--- src/rtl/fifo_pkg.sv ---
// Shared definitions for the async FIFO read-side blocks: default sizes,
// the stream reader state encoding and a small occupancy helper.
package fifo_pkg;

    localparam int DSIZE_DEF = 8;
    localparam int ASIZE_DEF = 3;
    localparam int CNT_W_DEF = 16;

    typedef enum logic [1:0] {
        IDLE   = 2'd0,
        ACTIVE = 2'd1,
        DRAIN  = 2'd2
    } rd_state_e;

    // Occupancy after one edge: +1 for an accepted write, -1 for a removal.
    function automatic logic [1:0] occ_next(
        input logic [1:0] occ,
        input logic       inc,
        input logic       dec
    );
        return occ + {1'b0, inc} - {1'b0, dec};
    endfunction

endpackage

--- src/rtl/fifo_stream_reader_if.sv ---
// Downstream valid/ready stream carrying words popped from the FIFO.
// The producer (reader) uses the master modport, the consumer the slave one.
interface fifo_stream_reader_if #(
    parameter int DSIZE = 8
) ();

    logic [DSIZE-1:0] m_data;
    logic             m_valid;
    logic             m_ready;

    modport master (
        output m_data,
        output m_valid,
        input  m_ready
    );

    modport slave (
        input  m_data,
        input  m_valid,
        output m_ready
    );

endinterface

--- src/rtl/fifo_rd_skid.sv ---
// Two-entry register buffer between the FIFO read port and the stream.
// The head register is the stream data, so it only changes when the head
// word is removed or when a word lands in an empty buffer.
module fifo_rd_skid
    import fifo_pkg::*;
#(
    parameter int DSIZE = DSIZE_DEF
) (
    input  logic             clk_i,
    input  logic             rst_i,
    input  logic             push_i,
    input  logic [DSIZE-1:0] push_data_i,
    input  logic             pop_i,
    output logic [DSIZE-1:0] head_o,
    output logic [1:0]       occ_o,
    output logic             valid_o
);

    logic [DSIZE-1:0] head_q;
    logic [DSIZE-1:0] head_d;
    logic [DSIZE-1:0] tail_q;
    logic [DSIZE-1:0] tail_d;
    logic [1:0]       occ_q;
    logic [1:0]       occ_d;
    logic             valid_q;
    logic             push_s;
    logic             pop_s;

    // Qualify requests (no removal from empty, no write into a full buffer) and compute next contents.
    always_comb begin
        pop_s  = pop_i && (occ_q != 2'd0);
        push_s = push_i && ((occ_q != 2'd2) || pop_s);
        head_d = head_q;
        tail_d = tail_q;
        occ_d  = occ_next(occ_q, push_s, pop_s);
        case ({push_s, pop_s})
            2'b10: begin
                if (occ_q == 2'd0) begin
                    head_d = push_data_i;
                end else begin
                    tail_d = push_data_i;
                end
            end
            2'b01: begin
                head_d = tail_q;
            end
            2'b11: begin
                if (occ_q == 2'd1) begin
                    head_d = push_data_i;
                end else begin
                    head_d = tail_q;
                    tail_d = push_data_i;
                end
            end
            default: begin
                head_d = head_q;
            end
        endcase
    end

    // Buffer storage, occupancy and registered valid flag.
    always_ff @(posedge clk_i or posedge rst_i) begin
        if (rst_i) begin
            head_q  <= '0;
            tail_q  <= '0;
            occ_q   <= 2'd0;
            valid_q <= 1'b0;
        end else begin
            head_q  <= head_d;
            tail_q  <= tail_d;
            occ_q   <= occ_d;
            valid_q <= (occ_d != 2'd0);
        end
    end

    assign head_o  = head_q;
    assign occ_o   = occ_q;
    assign valid_o = valid_q;

endmodule

--- src/rtl/fifo_stream_reader.sv ---
// Read-side consumer of the async FIFO: pops words under an enable, buffers
// them in a 2-entry skid buffer and presents them as a registered
// valid/ready stream, counting completed handshakes.
module fifo_stream_reader
    import fifo_pkg::*;
#(
    parameter int DSIZE = DSIZE_DEF,
    parameter int CNT_W = CNT_W_DEF
) (
    input  logic                  rclk,
    input  logic                  rrst,
    input  logic                  en,
    input  logic [DSIZE-1:0]      rdata,
    input  logic                  rempty,
    output logic                  rinc,
    fifo_stream_reader_if.master  m_if,
    output logic                  busy,
    output logic [CNT_W-1:0]      word_cnt
);

    rd_state_e        state_q;
    rd_state_e        state_d;
    logic [1:0]       occ_s;
    logic [DSIZE-1:0] head_s;
    logic             valid_s;
    logic             hs_s;
    logic [CNT_W-1:0] word_cnt_q;
    logic [CNT_W-1:0] word_cnt_d;

    assign hs_s = valid_s && m_if.m_ready;

    fifo_rd_skid #(
        .DSIZE(DSIZE)
    ) u_skid (
        .clk_i       (rclk),
        .rst_i       (rrst),
        .push_i      (rinc),
        .push_data_i (rdata),
        .pop_i       (hs_s),
        .head_o      (head_s),
        .occ_o       (occ_s),
        .valid_o     (valid_s)
    );

    // State register.
    always_ff @(posedge rclk or posedge rrst) begin
        if (rrst) begin
            state_q <= IDLE;
        end else begin
            state_q <= state_d;
        end
    end

    // Next-state logic; leaving ACTIVE keeps buffered words flowing in DRAIN.
    always_comb begin
        state_d = state_q;
        case (state_q)
            IDLE: begin
                if (en) begin
                    state_d = ACTIVE;
                end else begin
                    state_d = IDLE;
                end
            end
            ACTIVE: begin
                if (en) begin
                    state_d = ACTIVE;
                end else if (occ_s != 2'd0) begin
                    state_d = DRAIN;
                end else begin
                    state_d = IDLE;
                end
            end
            DRAIN: begin
                if (en) begin
                    state_d = ACTIVE;
                end else if (occ_s == 2'd0) begin
                    state_d = IDLE;
                end else begin
                    state_d = DRAIN;
                end
            end
            default: begin
                state_d = IDLE;
            end
        endcase
    end

    // Outputs decoded from registered state: pop only with data and a free slot.
    always_comb begin
        rinc = (state_q == ACTIVE) && !rempty && (occ_s < 2'd2);
        busy = (state_q != IDLE);
    end

    // Next value of the delivered-word counter; wraps naturally.
    always_comb begin
        if (hs_s) begin
            word_cnt_d = word_cnt_q + {{(CNT_W-1){1'b0}}, 1'b1};
        end else begin
            word_cnt_d = word_cnt_q;
        end
    end

    // Delivered-word counter register.
    always_ff @(posedge rclk or posedge rrst) begin
        if (rrst) begin
            word_cnt_q <= '0;
        end else begin
            word_cnt_q <= word_cnt_d;
        end
    end

    assign word_cnt     = word_cnt_q;
    assign m_if.m_data  = head_s;
    assign m_if.m_valid = valid_s;

endmodule

--- src/flat_wrapper.sv ---
// flat-port wrapper written by rule: the top's interface ports become plain ports
module fifo_stream_reader_flat import fifo_pkg::*;
#(
    parameter int DSIZE = DSIZE_DEF,
    parameter int CNT_W = CNT_W_DEF
)
  (rclk, rrst, en, rdata, rempty, rinc, busy, word_cnt, m_if_m_data, m_if_m_valid, m_if_m_ready);
  fifo_stream_reader_if #(.DSIZE(DSIZE)) m_if_i ();
  input  logic rclk;
  input  logic rrst;
  input  logic en;
  input  logic [DSIZE-1:0] rdata;
  input  logic rempty;
  output logic rinc;
  output logic busy;
  output logic [CNT_W-1:0] word_cnt;
  output wire logic [$bits(m_if_i.m_data)-1:0] m_if_m_data;
  output wire logic [$bits(m_if_i.m_valid)-1:0] m_if_m_valid;
  input wire logic [$bits(m_if_i.m_ready)-1:0] m_if_m_ready;
  assign m_if_m_data = m_if_i.m_data;
  assign m_if_m_valid = m_if_i.m_valid;
  assign m_if_i.m_ready = m_if_m_ready;
  fifo_stream_reader #(.DSIZE(DSIZE), .CNT_W(CNT_W)) u_core (.rclk(rclk), .rrst(rrst), .en(en), .rdata(rdata), .rempty(rempty), .rinc(rinc), .m_if(m_if_i), .busy(busy), .word_cnt(word_cnt));
endmodule
--- config.mk ---
export PLATFORM = sky130hd
export DESIGN_NAME = fifo_stream_reader_flat
export DESIGN_NICKNAME = d
export VERILOG_FILES = /design/src/rtl/fifo_pkg.sv /design/src/rtl/fifo_stream_reader_if.sv /design/src/rtl/fifo_rd_skid.sv /design/src/rtl/fifo_stream_reader.sv /design/src/flat_wrapper.sv
export SDC_FILE = /design/constraint.sdc
export NUM_CORES = 1
export LEC_CHECK = 0
export CORE_MARGIN = 2
export CORE_UTILIZATION = 45
export DETAILED_ROUTE_END_ITERATION = 10
export GPL_TIMING_DRIVEN = 0
export PLACE_DENSITY = 0.74
export SLEW_MARGIN = 20
export SYNTH_ARGS = -nofsm -noshare
export SYNTH_HDL_FRONTEND = slang
export SYNTH_SLANG_ARGS = --single-unit
--- constraint.sdc ---
create_clock -name rclk -period 2.2 [get_ports rclk]
set_input_delay 0.22 -clock rclk [delete_from_list [all_inputs] [get_ports rclk]]
set_output_delay 0.22 -clock rclk [all_outputs]
set_load 0.01 [all_outputs]
## Word-level counts from Yosys, hierarchy flattened

Cells that the tools add are included.

- Bits of input ports: 13
- Flip-flop bits (word level): 37
- Output and inout port bits: 27

- Add/subtract/negate cells: 3
- Mux-type cells: 12
- Order comparisons: 1
- Reduce and logical (&&, ||, !) cells: 16
- Eq/ne operators: 10

Operators with widths:

| kind | count |
|---|---|
| 8-bit 2-to-1 mux | 4 |
| 8-bit case mux with 3 select lines | 1 |
| 16-bit by 1-bit adder with 16-bit output, second input constant | 1 |
| 8-bit case mux with 2 select lines | 1 |
| 2-bit 2-to-1 mux | 4 |
| 2-bit nonzero test | 4 |
| 2-bit by 1-bit == test with 1-bit output, second input constant | 3 |
| 2-bit == test, second input constant | 3 |
| 2-bit inequality test, second input constant | 3 |
| 2-bit case mux with 3 select lines | 1 |
| 1-bit logical AND | 5 |
| 2-bit logical NOT | 2 |
| 3-bit AND reduction | 1 |
| 3-bit nonzero test | 1 |
| 2-bit by 1-bit adder with 2-bit output | 1 |
| 2-bit less-than comparator, second input constant | 1 |
| 2-bit by 1-bit inequality test with 1-bit output, second input constant | 1 |
| 2-bit AND reduction | 1 |
| 2-bit by 1-bit subtractor with 2-bit output | 1 |
| 1-bit logical NOT | 1 |
| 1-bit logical OR | 1 |
| 1-bit 2-to-1 mux | 1 |

## Depth between registers and ports, before layout

- Word-level depth: 7
- Gate-level depth with buffers: 8

## Hierarchy

A second synthesis with hierarchy kept.

- Cells, all modules: 155
- Area total of the unflattened synthesis: 1835.5 um^2

Modules (own cells, without submodules):

| module | area an instance (um^2) | seq. area each (um^2) | instances | cells each |
|---|---|---|---|---|
| fifo_rd_skid | 1019.7 | 475.5 | 1 | 88 |
| fifo_stream_reader | 815.8 | 450.4 | 1 | 67 |

## Worst setup path after synthesis

No wires, ideal clock.

- Path type: reg-to-reg
- From: reg u_core.state_q[1]
- To: reg u_core.u_skid.tail_q[0]
- Data arrival time: 1838 ps
- Stages on the path, launching flop included: 7
- Required time: 2075 ps
- Library setup time: 125 ps
- Slack: 237 ps
- Path through: dfrtp_1 > or3b_1 > buf_6 > nor2_1 > ha_1 > nor3b_4 > mux2_2

- Longest elaborated chain between the ends: 7

Ends and longest elaborated chain:

| element | RTL line | source |
|---|---|---|
| from (decl) | fifo_stream_reader.sv:21 | `rd_state_e state_q;` |
| from (signal assigned) | fifo_stream_reader.sv:50 | `state_q <= state_d;` |
| 2-bit by 1-bit == test with 1-bit output (*) | fifo_stream_reader.sv:91 | `rinc = (state_q == ACTIVE) && !rempty && (occ_s < 2'd2);` |
| 1-bit logical AND (*) (2 in a row) | fifo_stream_reader.sv:91 |  |
| 1-bit logical AND (*) | fifo_rd_skid.sv:32 | `push_s = push_i && ((occ_q != 2'd2) \|\| pop_s);` |
| 2-bit == test | fifo_rd_skid.sv:36 | `case ({push_s, pop_s})` |
| 2-bit inequality test (no source line) / 2-bit nonzero test (equally long branches) | -- |  |
| 3-bit AND reduction (no source line) | -- |  |
| to (signal assigned) | fifo_rd_skid.sv:70 | `tail_q <= tail_d;` |
| to (decl) | fifo_rd_skid.sv:21 | `logic [DSIZE-1:0] tail_q;` |

Mark *: on every way between the ends. The rest lies on a longest branch, timed or not.
A chain may end at the register's enable or synchronous reset.

## Final worst setup path

- From: reg u_core.state_q[1]
- To: out rinc

- Longest elaborated chain between the ends: 3

Ends and longest elaborated chain:

| element | RTL line | source |
|---|---|---|
| 2-bit by 1-bit == test with 1-bit output | fifo_stream_reader.sv:91 |  |
| 1-bit logical AND (2 in a row) | fifo_stream_reader.sv:91 |  |
| to (decl) | flat_wrapper.sv:14 | `output logic rinc;` |

No other way between the ends.

==> results.toml <==
[cells_and_area]
fin_nets = 196
fin_area_um2 = 2257
final_cells = 229
drive_above_1_share_pct = 14.36
final.fill_count = 277
antennaDiodeCount = 0
area_growth_pct = 36.15

[critical_path]
crit_fanout = 7
startpoint_type = "flop"
crit_type = "reg2out"
cp-end-kind = "primary output"
reg2reg_depth = 7
timing.rr.end = "u_core.u_skid.tail_q[3]"
required_ns = 1.98
r2r_setup_slack_ns = 0.22
reg2reg_from = "u_core.state_q[1]"
crit_arrival_ns = 1.86

[clocking]
h-tree-depth = 2
clock-sinks = 37
cts_buffer_depth = 2
clock_latency_ns = 0.29
clock-root-buffer = "clkbuf_8"
clk_pin_slew_ns = 0.07
hold_buffers = 0
cts_buffers = 5
cts_tree = "built"

[power_and_ir_drop]
p_switching_mw = 0.8647
ir_drop_v = 0.0007061
internal_power_mw = 1.935
power_mw = 2.800
seq_power_share_pct = 39.4
p_per_area_nw_per_um2 = 1240
p_comb_share_pct = 36.0
p_sw_share_pct = 30.88
p_leak_nw = 1.034
pwr-share-clk_pct = 24.6

[synthesis]
netlist_area_um2 = 1658
yosysMostFrequentCell = "dfrtp_1"
synth.net_count = 148
ys_warn_count = 0
yosysUniqueCellTypes = 35
ys_seq_area_share_pct = 55.85
ys_ff_latch = 37
synth_edf_count = 0
synth_top_area_cell = "dfrtp_1"
synthCells = 132
synth_flop_cell = "dfrtp_1"
synth_top_area_share_pct = 55.85
ys_top_cells_by_count = "dfrtp_1 (37), xnor2_1 (13), inv_1 (7)"
async_flop_share_pct = 100.0
syn-mean-instance-area_um2 = 12.56
ys_top_cells_by_area = "dfrtp_1 (56%), xnor2_1 (6.9%), mux2_2 (4.1%)"

[run_status]
status = "complete, no violations"

[route]
drt_iter0_drc = 96
wl_per_cell_um = 14.16
vias = 1162
firstDrtPassIters = 4
drc = 0
final_antenna_net_count = 0
drt_wl_total_um = 3242
via_per_inst = 5.074

[grt]
grt_pass1_vias = 1246
grt_overflow_total = 0
grtUsageTotal_pct = 17.90
antenna_found_initial = 0
grt_max_degree = 38
grt_pass1_wl_um = 5630

[place]
placed_cells = 219
hpwl_um = 2265
placed_cell_area_um2 = 2108
globalplace.congestion = 0.7558
place.port_buffers = 39

[floorplan]
fp.dieW_um = 64.70
die_area_um2 = 4185
initial_core_util_pct = 45.98
rows = 22
io_pins = 40
core_region_area_um2 = 3606
die_height_um = 64.70

[sta]
hold_ws_ns = 0.3764
rsz0062_at_grt = "false"
fin_crit_sh_pct = 94.61
skew_ns = 0.006195
finalSetupViolations = 0
min_period_ns = 2.081
slew_headroom_pct = 50.39
fmax_ghz = 0.4804
hold_violations = 0
slew_viol_final = 0
worst_pin_slew_ns = 0.7431

[worst_hold_path]
hold_path_class = "in2async"

[job]
cap_viol_max_count = 0
-- layer usage --
layer / GRT usage (%) / share of wire (%)
met1: 21.65 / 43
met2: 29.69 / 49
met3: 4.167 / 5.3
met4: 9.574 / 2.4
met5: 0 / 0
-- worst max-delay path: stages, from the launching register on --
cell	delay, ns
dfrtp_1	0.41
or3b_1	0.39
buf_6	0.15
nor2_1	0.09
clkdlybuf4s50_1	0.53
-- state kept, by name, summed over array words and instances, names as in the netlist --
signal and count:
u_core.state_q 2, u_core.u_skid.occ_o 2, u_core.word_cnt 16, u_core.u_skid.tail_q 8
u_core.u_skid.head_o 8, u_core.u_skid.valid_o 1
-- cells by family (layout without fill, tap and decap cells) --
family / count (synthesis) / after routing / synth area share [%]
muxes: 10 / 10 / 6.943
AOI/OAI and AO/OA: 20 / 20 / 10.34
DFF: 37 / 37 / 55.85
xor gates and xnor gates: 17 / 17 / 8.981
buffers and inverters: 9 / 58 / 2.566
and+or+nand+nor: 36 / 36 / 13.06
adders and majority gates: 3 / 3 / 2.264
-- metrics by stage --
step / setup TNS, ns / utilization (%) / worst slack, ns
6_report: 0 / 62.60 / 0.1186
5_1_grt: 0 / 62.60 / 0.04336
4_1_cts: 0 / 62.18 / 0.06169
3_5_place_dp: -0.8954 / 58.47 / -0.1389
3_3_place_gp: -0.6885 / 58.47 / -0.1063
2_1_floorplan: 0 / - / 0.2371
-- cells in the final DEF (no fill, tap or decap), drive strengths merged, types with 2 or more instances in the layout --
| cell | synthesis | final |
|---|---|---|
| nand4 | 4 | 4 |
| ha | 3 | 3 |
| clkbuf | 0 | 5 |
| nor2 | 6 | 6 |
| dfrtp | 37 | 37 |
| a21o | 6 | 6 |
| mux2 | 9 | 9 |
| bufinv | 0 | 2 |
| xnor2 | 13 | 13 |
| clkdlybuf4s50 | 0 | 39 |
| and3 | 3 | 3 |
| xor2 | 4 | 4 |
| inv | 7 | 7 |
| a21boi | 2 | 2 |
| or2 | 2 | 2 |
| a22o | 6 | 6 |
| nor3 | 5 | 5 |
| buf | 2 | 4 |
| nand3 | 5 | 5 |
| nand2 | 6 | 6 |
-- what timing repair did --
| item | 4_1_cts | 5_1_grt |
|---|---|---|
| buffers inserted | 0 | 2 |
| hold endpoints to repair | 0 | 0 |
| resized for setup | 0 | 0 |
| endpoints found under the setup margin | 0 | 7 |
-- power groups by stage --
stage          registers, mW  clock network (mW)  logic (mW)
2_1_floorplan           1.13                   0       0.554
3_3_place_gp            1.10                   0       0.973
3_5_place_dp            1.11                   0        1.01
4_1_cts                 1.10               0.700        1.02
5_1_grt                 1.14               0.735        1.11
6_report                1.10               0.687        1.01
-- cell type report --
class                   instances  area, um2  area share [%]
plain buffers                   2      16.27          0.7206
repair buffers                 41      405.4           17.96
flip-flops and latches         37      925.9           41.02
well taps                      48      60.06           2.661
inverters                       7      26.28           1.164
multi-input cells              86      689.4           30.54
clock buffers                   5      68.82           3.049
clock inverters                 3      65.06           2.882
-- worst max path at each step --
stage | depth (start not counted) | slack (ns) | to | startpoint
final | 4 | 0.12 | rinc | u_core.state_q[1]
after global routing | 4 | 0.04 | rinc | u_core.state_q[1]
after detailed placement | 7 | -0.14 | u_core.u_skid.tail_q[1] | rempty
after CTS | 6 | 0.06 | u_core.u_skid.tail_q[3] | u_core.state_q[1]
after global placement | 7 | -0.11 | u_core.u_skid.tail_q[0] | rempty
after floorplan | 6 | 0.24 | u_core.u_skid.tail_q[0] | u_core.state_q[1]
(Power assumes the default switching activity.)
